$ cat config.mk
export PLATFORM = sky130hd
export DESIGN_NAME = pkt_acc
export DESIGN_NICKNAME = d
export VERILOG_FILES = /design/src/rtl/pkt_acc_pkg.sv /design/src/rtl/pkt_acc.sv
export SDC_FILE = /design/constraint.sdc
export NUM_CORES = 1
export LEC_CHECK = 0
export CORE_MARGIN = 2
export CORE_UTILIZATION = 40
export CTS_CLUSTER_SIZE = 20
export DETAILED_ROUTE_END_ITERATION = 12
export DONT_BUFFER_PORTS = 1
export PLACE_DENSITY_LB_ADDON = 0.1
export SYNTH_ARGS = -nofsm -noshare
export SYNTH_HDL_FRONTEND = slang
export SYNTH_SLANG_ARGS = --single-unit
$ cat constraint.sdc
create_clock -name clk -period 2.6 [get_ports clk]
set_clock_uncertainty 0.2 [all_clocks]
set_input_delay 0.52 -clock clk [delete_from_list [all_inputs] [get_ports clk]]
set_output_delay 0.52 -clock clk [all_outputs]
set_load 0.01 [all_outputs]
$ cat src/rtl/pkt_acc_pkg.sv
// Shared types for the packet accumulator: the two-state handshake FSM encoding.
package pkt_acc_pkg;

  typedef enum logic {
    ACC = 1'b0,
    OUT = 1'b1
  } state_e;

endpackage

$ cat src/rtl/pkt_acc.sv
// Packet accumulator: sums and counts the beats of a packet, then holds the result
// for the downstream handshake before accepting the next packet.
module pkt_acc
  import pkt_acc_pkg::*;
#(
  parameter int DATA_WIDTH = 16,
  parameter int SUM_WIDTH  = 32,
  parameter int CNT_WIDTH  = 8
) (
  input  logic                  clk,
  input  logic                  rst_n,
  input  logic                  i_vld,
  output logic                  o_rdy,
  input  logic [DATA_WIDTH-1:0] i_data,
  input  logic                  i_last,
  output logic                  o_vld,
  input  logic                  i_rdy,
  output logic [SUM_WIDTH-1:0]  o_sum,
  output logic [CNT_WIDTH-1:0]  o_cnt,
  output logic                  o_ovf
);

  state_e               state_q, state_d;
  logic [SUM_WIDTH-1:0] sum_q, sum_d;
  logic [CNT_WIDTH-1:0] cnt_q, cnt_d;
  logic                 ovf_q, ovf_d;

  logic                 accept_s;
  logic [SUM_WIDTH:0]   add_s;
  logic                 cnt_full_s;

  // Extra top bit of the adder captures the carry out of the accumulator.
  assign accept_s   = i_vld && (state_q == ACC);
  assign add_s      = {1'b0, sum_q} + {{(SUM_WIDTH + 1 - DATA_WIDTH){1'b0}}, i_data};
  assign cnt_full_s = &cnt_q;

  // Next-state and accumulator update.
  always_comb begin
    state_d = state_q;
    sum_d   = sum_q;
    cnt_d   = cnt_q;
    ovf_d   = ovf_q;
    case (state_q)
      ACC: begin
        if (accept_s) begin
          sum_d   = add_s[SUM_WIDTH-1:0];
          cnt_d   = cnt_full_s ? cnt_q : cnt_q + CNT_WIDTH'(1'b1);
          ovf_d   = ovf_q | add_s[SUM_WIDTH] | cnt_full_s;
          state_d = i_last ? OUT : ACC;
        end else begin
          state_d = ACC;
        end
      end
      OUT: begin
        if (i_rdy) begin
          sum_d   = '0;
          cnt_d   = '0;
          ovf_d   = 1'b0;
          state_d = ACC;
        end else begin
          state_d = OUT;
        end
      end
      default: begin
        state_d = ACC;
      end
    endcase
  end

  // State and accumulator registers with synchronous active-low reset.
  always_ff @(posedge clk) begin
    if (!rst_n) begin
      state_q <= ACC;
      sum_q   <= '0;
      cnt_q   <= '0;
      ovf_q   <= 1'b0;
    end else begin
      state_q <= state_d;
      sum_q   <= sum_d;
      cnt_q   <= cnt_d;
      ovf_q   <= ovf_d;
    end
  end

  // Handshake outputs depend only on the state register.
  assign o_rdy = (state_q == ACC);
  assign o_vld = (state_q == OUT);
  assign o_sum = sum_q;
  assign o_cnt = cnt_q;
  assign o_ovf = ovf_q;

endmodule

## Word level (Yosys, flattened, before mapping)

Index checks and enable logic that the tools add are counted.

| word-level totals | value |
|---|---|
| word-level logic and storage cells | 30 |
| bits of input ports | 21 |
| output and inout port bits | 43 |
| register bits | 42 |

| operators by class | value |
|---|---|
| add/subtract/negate cells | 2 |
| bitwise logic cells | 3 |
| muxes and demuxes | 14 |
| equal/unequal tests | 3 |
| reduce and logical (&&, ||, !) cells | 4 |

Operators by type and width:

| operator | count |
|---|---|
| two-way mux 32 bit | 2 |
| one-hot mux 32 bit (2 select lines) | 1 |
| adder 32 x 16 -> 33 bit | 1 |
| two-way mux 8 bit | 3 |
| one-hot mux 8 bit (2 select lines) | 1 |
| adder 8 x 1 -> 8 bit (second input constant) | 1 |
| AND reduction 8 bit | 1 |
| two-way mux 1 bit | 5 |
| inequality test 2 bit (second input constant) | 2 |
| one-hot mux 1 bit (2 select lines) | 2 |
| AND reduction 3 bit | 1 |
| inequality test 2 x 1 -> 1 bit (second input constant) | 1 |
| bitwise OR 1 bit | 2 |
| AND reduction 2 bit | 1 |
| logical AND 1 bit | 1 |
| NOT 1 bit | 1 |

## Depth between registers and ports, before layout

Gate-level depths: netlist of run 1.

| logic depth | value |
|---|---|
| depth after elaboration | 5 |
| depth in mapped cells | 10 |
| gate-level depth less buffers | 10 |

## Worst setup path after synthesis of run 1

Ideal clock, no wire load.

| path | value |
|---|---|
| kind | input -> register |
| start | input i_data[0] |
| end | register sum_q[22], in the netlist o_sum[22] |
| data arrival time | 2.173 ns |
| library setup time | 0.116 ns |
| stages on the path | 10 |
| required time | 2.284 ns |
| setup slack | 0.111 ns |
| path buffers | 0 |
| cells stage by stage | ha_1 > inv_1 > fa_1 > nor2b_1 > o211ai_1 > a21oi_2 > o21ai_4 > a21oi_4 > a21oi_1 > a31o_2 |

| between the ends | value |
|---|---|
| longest elaborated chain between the ends | 3 |

RTL lines:

| element | RTL line | source |
|---|---|---|
| start, declared | pkt_acc.sv:14 | `input logic [DATA_WIDTH-1:0] i_data,` |
| adder 32 x 16 -> 33 bit | pkt_acc.sv:34 | `assign add_s = {1'b0, sum_q} + {{(SUM_WIDTH + 1 - DATA_WIDTH){1'b0}}, i_data};` |
| two-way mux 32 bit | pkt_acc.sv:45 | `if (accept_s) begin` |
| one-hot mux 32 bit (2 select lines) | pkt_acc.sv:43 | `case (state_q)` |
| end signal, assigned | pkt_acc.sv:79 | `sum_q <= sum_d;` |
| end, declared | pkt_acc.sv:24 | `logic [SUM_WIDTH-1:0] sum_q, sum_d;` |

Every way passes these cells. The select of a mux whose other input is x is not followed.
A chain may end at the register's enable or synchronous reset.

## Final worst setup path of run 1

| path | value |
|---|---|
| start | register sum_q[0], in the netlist o_sum[0] |
| end | register sum_q[22], in the netlist o_sum[22] |

| between the ends | value |
|---|---|
| longest elaborated chain between the ends | 3 |

RTL lines:

| element | RTL line |
|---|---|
| adder 32 x 16 -> 33 bit | pkt_acc.sv:34 |
| two-way mux 32 bit | pkt_acc.sv:45 |
| one-hot mux 32 bit (2 select lines) | pkt_acc.sv:43 |

Every way passes these cells. The select of a mux whose other input is x is not followed.

==> impl.org, run 1 <==
** Outcome
- Run status :: complete, no violations

** Job
- Across the run, the number of max-cap violations was 0.

** Critical path
- Endpoint type of the worst setup path :: flop
- At the worst endpoint, the required time is 2590 ps.
- Along the worst path, the maximum fanout reaches 6.
- The setup check on the worst reg-to-reg path leaves a slack of 200 ps.
- Critical path, cell by cell :: ha_1 -> inv_1 -> fa_2 -> nor2b_2 -> o211ai_1 -> a21oi_2 -> o21ai_4 -> a21oi_4 -> a21oi_1 -> a31o_2
- Crit path kind :: flop to flop
- STA puts the critical path data arrival time at 2390 ps.
- For this run, the slowest stage of the critical path takes 350 ps.
- Startpoint of the worst register-to-register path :: o_sum[0]
- Startpoint type of the worst setup path :: flop
- The endpoint identified for the worst register-to-register timing path is o_sum[22].
- For the worst flop-to-flop path, the logic depth is 10.
- For this design, the slowest cell found on the critical path is dfxtp_1.

** Route
- Dividing the detail-routed via count by the number of cells gives 5.65.
- Final routed DRC violation total :: 0
- For this block, the via count after detailed routing is 2249.
- Initial DRC count :: 67
- Drt first pass iters :: 4
- The detail route stage leaves a number of antenna-violating nets equal to 0.
- Post-detailed-routing wire length :: 6230 um
- Dividing the detail-routed wire length by the instance count gives 15.6 um.

** Placement
- Summed over all nets, the half-perimeter wirelength after detailed placement is 4610 um.
- Placed Cells :: 389
- In this run the cell area measured after placement is 0.00272 sq mm.
- # port buffers :: 0
- At the end of routability-driven placement, the weighted congestion stood at 0.819.

** Synthesis
- Post-synthesis async set-or-reset flop share :: 0
- Counting every net in the synthesized netlist gives 348.
- The share of synthesized area in the top cell type comes to 0.326.
- Of the synthesized area, sequential elements account for 0.326.
- Mean instance size in the synthesized netlist :: 8.35 sq um
- Number of distinct standard cells referenced by the synthesized netlist :: 49
- Largest cells by area after synthesis :: dfxtp_1 (33%), ha_1 (8.2%), nand2_1 (6.0%)
- Library cell with the largest summed area after synthesis :: dfxtp_1
- For this run, the leading register cell type out of synthesis is dfxtp_1.
- Flop and latch count out of synthesis :: 42
- For this run, the number of Yosys warnings is 0.
- After technology mapping, the gate count stands at 309.
- Number of synthesized flops with an enable pin :: 0
- Post-synthesis instance area :: 0.00258 sq mm

** STA
- Post-route fraction of the period consumed by the critical path :: 0.924
- The number of failing hold endpoints at the final stage is 0.
- Setup repair after global routing left no endpoint under its margin.
- Pins Over Slew Limit :: 0
- Setup-failing EPs final :: 0
- For the finished layout, the period the worst path requires is 2400 ps.
- At the pin with the least slew margin, the transition time is 707 ps.
- Maximum operating frequency :: 416 MHz
- Headroom to the max-slew limit came out at 0.527.
- Across all hold checks on the routed design, the worst slack comes to 151 ps.

** Clock tree
- For the worst-skew pair, the clock arrives at the later sink with an insertion delay of 290 ps.
- Number of buffers between clock root and the deepest sink :: 2
- TritonCTS built the clock tree.
- Number of buffers created by CTS :: 5
- Clock tree synthesis selected as its root buffer the cell clkbuf_8.
- Clock-pin slew on the worst setup and hold paths :: 80 ps
- Counting every sink on the clock net gives 42.
- Deepest level of the CTS H-tree :: 2
- Hold-fix buffers at CTS :: 0

** Finish
- Number of standard cells in the layout, taps in and fillers out :: 398
- Relative to the synthesized area, the layout overhead comes to 10.2%.
- Area of the multi-input gates :: 0.00169 sq mm
- Number of nets in the finished design :: 359
- Fraction of layout instances using a drive strength above 1 :: 0.125
- Highest-count cells in the layout ignoring fill and taps :: nand2_1 (41), dfxtp_1 (41), nor2_1 (31)
- After routing the design area is 0.00284 sq mm.
- FF/Latch Area :: 842 sq um
- After filler insertion, the fill cell instance count of the layout stands at 643.
- The number of antenna diodes in the final layout is 0.

** Die
- The die is 84.3 um tall.
- Number of rows in the core area :: 29
- Top-level port count :: 64
- For this configuration, the core starts out at a cell density of 0.411.
- The die is 84.3 um wide.
- The core region is 0.00628 sq mm.
- The die covers 0.00711 sq mm.

** Pwr
- Leak pwr :: 1.17 nW
- Dividing total power by cell area gives a power density of 598 mW/mm^2.
- IR Drop Worst-Case VDD :: 0.312 mV
- Overall power :: 0.00170 W

** Worst hold path
- WHS Endpoint :: o_cnt[1]
- Hold_sp :: rst_n
- The min-delay analysis places its worst path in the category primary input to flop.
- Cell depth of the worst min-delay path :: 1

** Global route
- The first global-routing pass estimated 10500 um of wire.
- Number of global-route vias before repair :: 2219
- Summed over all layers, the global routing overflow is 0.
- The number of antenna violations at the first check in global routing was 0.
- Total track usage :: 0.179
- Pin count of the biggest net entering global routing :: 23
## worst max path at each step
| stage | start | end | slack (ps) | cells after the start |
|---|---|---|---|---|
| 2_1_floorplan | i_data[0] | o_sum[22] | 110 | 10 |
| 3_3_place_gp | i_data[0] | o_sum[22] | -20 | 10 |
| 3_5_place_dp | i_data[0] | o_sum[22] | -60 | 10 |
| 4_1_cts | o_sum[0] | o_sum[22] | 90 | 10 |
| 5_1_grt | o_sum[0] | o_sum[22] | 10 | 10 |
| 6_report | o_sum[0] | o_sum[22] | 200 | 10 |
## metal layers
| layer | vias to the layer above | share of wire | track usage |
|---|---|---|---|
| met3 | 2 | 0.066 | 0.0580 |
| met5 | - | 0 | 0 |
| met4 | 0 | 0.0055 | 0.0352 |
| met1 | 1058 | 0.46 | 0.227 |
| met2 | 52 | 0.47 | 0.299 |
| li1 | 1137 | - | - |
## repair_timing
action / CTS / global route
resized for setup: 0 / 3
setup endpoints to repair: 0 / 13
hold endpoints to repair: 0 / 0
buffers inserted: 0 / 0
## where the power goes
part,leakage [nW],internal [W],switching (W),total [W]
Combinational,0.776,0.000189,0.000256,0.000445
Clock,0.0514,0.000287,0.000230,0.000517
Sequential,0.342,0.000682,0.0000555,0.000737
Total,1.17,0.00116,0.000542,0.00170
## critical path: cells and delay by family, from the launching register on
kind            cells  cell delay (ps)
buf+inv             1               60
simple gates        1              140
compound gates      6             1040
fa+ha+maj           2              520
flops               1              350
## synth_stat cells, drive strengths merged (5+ instances only)
library cell,instances
nor2,32
a21o,7
xnor2,15
nor2b,8
ha,17
and3,5
a41o,6
nand2,41
buf,5
inv,5
and2,7
a31oi,6
xor2,8
nand4,9
dfxtp,42
a21oi,23
o21ai,20
nand3,13
a22oi,5
## per-stage QoR
stage          setup WS [ps]   util  TNS (ps)
6_report                 197  0.453         0
5_1_grt                 14.6  0.453         0
4_1_cts                 87.6  0.450         0
3_5_place_dp           -60.2  0.433      -108
3_3_place_gp           -18.8  0.433     -18.8
2_1_floorplan            111      -         0
## cell families after synthesis
group,after synthesis,share of synthesized area
simple gates,126,0.236
compound gates,84,0.236
flops,42,0.326
xor+xnor,23,0.0781
fa+ha+maj,18,0.0902
buf+inv,14,0.0262
mux,2,0.00776
## layout make-up
cell class	count	share of cell area
tap	77	0.0339
timing repair buffer	12	0.0317
sequential	42	0.296
clock buffer	6	0.0255
clock inverter	2	0.0132
inverter	5	0.00660
multi-input combinational	254	0.593
## state kept, by name, summed over array words and instances (netlist names)
register	cells
o_vld	1
o_sum	32
o_cnt	8
o_ovf	1
Power figures use the tool's default switching activity.
==> inputs of run 2 (changes only) <==
--- a/config.mk
+++ b/config.mk
@@ -10,6 +10,7 @@
 export CTS_CLUSTER_SIZE = 20
 export DETAILED_ROUTE_END_ITERATION = 12
 export DONT_BUFFER_PORTS = 1
+export MAX_ROUTING_LAYER = met4
 export PLACE_DENSITY_LB_ADDON = 0.1
 export SYNTH_ARGS = -nofsm -noshare
 export SYNTH_HDL_FRONTEND = slang
==> impl.org, run 2 (synthesis results as in run 1) <==
** Outcome
- The flow ran to the end, and the final reports show no timing, DRC or antenna violations.

** Pwr
- Cell Int Power :: 0.00116 W
- VDD sags by at most 0.312 mV.
- Leak pwr :: 1.17 nW
- NetSw :: 0.000543 W
- Fraction of power consumed by the clock network :: 0.304
- The share of total power dissipated in sequential elements is 0.434.
- In this run the power density over the cells is 598 mW/mm^2.
- Switch share :: 0.319
- Of the total power, combinational logic draws 0.262.

** Placement
- In this run the cell area measured after placement is 0.00272 sq mm.
- At the end of routability-driven placement, the weighted congestion stood at 0.831.
- Post-detailed-placement half-perimeter wirelength :: 4610 um
- # port buffers :: 0

** Global route
- Entering global routing, the biggest net connects 23 pins.
- Global-route wire length before repair :: 10500 um
- Initial antenna violation count :: 0
- Total track usage :: 0.184
- Total grt overflow :: 0
- The via count of the first global-routing pass came to 2224.

** Die
- Top-level port count :: 64
- The initial utilization of the core area, before any placement, comes to 0.411.
- Row generation in the floorplan step produced 29 rows.
- Overall die area :: 0.00711 sq mm
- Die boundary width :: 84.3 um
- In this run the standard cell core region covers 0.00628 sq mm.
- Die outline height :: 84.3 um

** Critical path
- The worst setup path is launched from a flop.
- Endpoint type of the worst setup path :: flop
- STA puts the critical path data arrival time at 2390 ps.
- STA puts the critical path data required time at 2590 ps.
- Along the worst path, the maximum fanout reaches 6.
- Crit path kind :: flop to flop
- Setup slack on the worst reg-to-reg path comes out at 200 ps.

** Clock tree
- Number of buffers created by CTS :: 5
- Hold-fix buffers at CTS :: 0
- Total number of clock tree sinks :: 42
- Clock-pin slew was measured on the worst setup and hold paths at 90 ps.
- The H-tree was split into 2 levels.
- Buffers added to address setup during post-CTS repair amount to 0.
- The clock passes through at most 2 buffers.
- TritonCTS built the clock tree.
- The root buffer cell chosen for the clock tree is clkbuf_8.
- Latest clock arrival within the worst-skew pair :: 290 ps

** STA
- Final hold vios :: 0
- Worst-case headroom to the max-slew limit :: 0.525
- Counting I/O delays and the setup requirement, the final critical path takes 2400 ps.
- Setup violations remaining at the end of the flow were counted as 0.
- Summed over all failing endpoints, the final setup total negative slack is 0 ps.
- Pin slew with the least headroom to its limit :: 710 ps
- Hold is met by 153 ps.
- Dividing the final minimum period by the clock period gives 0.924.
- Setup repair after global routing left no endpoint under its margin.
- Maximum operating frequency :: 416 MHz
- Pins Over Slew Limit :: 0

** Finish
- Number of flip-flops under the largest register name :: 32
- Synth-to-layout area growth :: 10.2%
- In the final design database the tool counted 359 nets.
- Post-layout util :: 0.453
- The repair_antennas step left the layout with diodes totalling 0.
- Of the cells placed in the final design, the portion with a size suffix greater than 1 is 0.125.
- Highest-count cells in the layout ignoring fill and taps :: nand2_1 (41), dfxtp_1 (41), nor2_1 (31)
- Non-Filler Cell Area, Final :: 0.00284 sq mm

** Route
- Number of vias after detailed routing :: 2244
- The detail route stage leaves a number of antenna-violating nets equal to 0.
- Drt first pass iters :: 4
- Initial DRC count :: 72
- Final routed DRC violation total :: 0
- Dividing the detail-routed via count by the number of cells gives 5.64.
- In the final routed layout, each cell accounts on average for 15.7 um.
- Post-detailed-routing wire length :: 6240 um

** Job
- Maximum capacitance violations :: 0

** Worst hold path
- Hold crit path type :: primary input to flop
[run 2: cell counts in the layout (fill, tap and decap cells not counted)]
No cell type changed its count.
[run 2: worst max-delay path, cell delays in order (launching register included)]
cell      delay [ps]
dfxtp_1          350
ha_1             170
inv_1             60
fa_2             350
nor2b_2          140
o211ai_1         130
a21oi_2          250
o21ai_4          140
a21oi_4          210
a21oi_1           90
a31o_2           220
[run 2: final cells by class]
type	count	area, sq um
clock inverter	2	37.5
timing repair buffer	12	90.1
sequential	42	842
clock buffer	6	72.6
multi-input combinational	254	1690
fill	643	3430
tap	77	96.3
inverter	5	18.8
[run 2: final timing paths]
check,startpoint,end,cells after the start
max,o_sum[0],o_sum[22],10
min,rst_n,o_cnt[1],1
max reg2reg,o_sum[0],o_sum[22],10
min reg2reg,o_sum[8],o_sum[8],2
[run 2: through the flow]
step | instances | total power [W] | setup WS (ps)
floorplan | 309 | 0.00109 | 111
global placement | 389 | 0.00119 | -18.8
detailed placement | 389 | 0.00119 | -60.2
CTS | 397 | 0.00172 | 87.6
global route | 398 | 0.00182 | 14.6
finish | 398 | 0.00170 | 199
[run 2: what timing repair did]
action	4_1_cts	5_1_grt
endpoints found under the hold margin	0	0
endpoints found under the setup margin	0	13
resized for setup	0	3
[run 2: routing by layer]
metal  share of wire  vias up  GRT usage
met5               0        -          -
met4          0.0054        0     0.0352
met3           0.061        2     0.0560
met2            0.47       50      0.299
met1            0.46     1055      0.229
li1                -     1137          -
[run 2: power groups by stage]
stage	clock (W)	sequential, W	combinational, W
after floorplan	0	0.000743	0.000347
after global placement	0	0.000752	0.000436
after detailed placement	0	0.000753	0.000436
after CTS	0.000545	0.000738	0.000440
after global routing	0.000567	0.000745	0.000504
final	0.000518	0.000737	0.000445
==> inputs of run 3 (changes only) <==
--- a/config.mk
+++ b/config.mk
@@ -7,9 +7,11 @@
 export LEC_CHECK = 0
 export CORE_MARGIN = 2
 export CORE_UTILIZATION = 40
+export CTS_CLUSTER_DIAMETER = 200
 export CTS_CLUSTER_SIZE = 20
 export DETAILED_ROUTE_END_ITERATION = 12
 export DONT_BUFFER_PORTS = 1
+export GPL_ROUTABILITY_DRIVEN = 0
 export MAX_ROUTING_LAYER = met4
 export PLACE_DENSITY_LB_ADDON = 0.1
 export SYNTH_ARGS = -nofsm -noshare
==> results of run 3 <==
The final DEF is identical to that of run 2; final timing and power are the same.
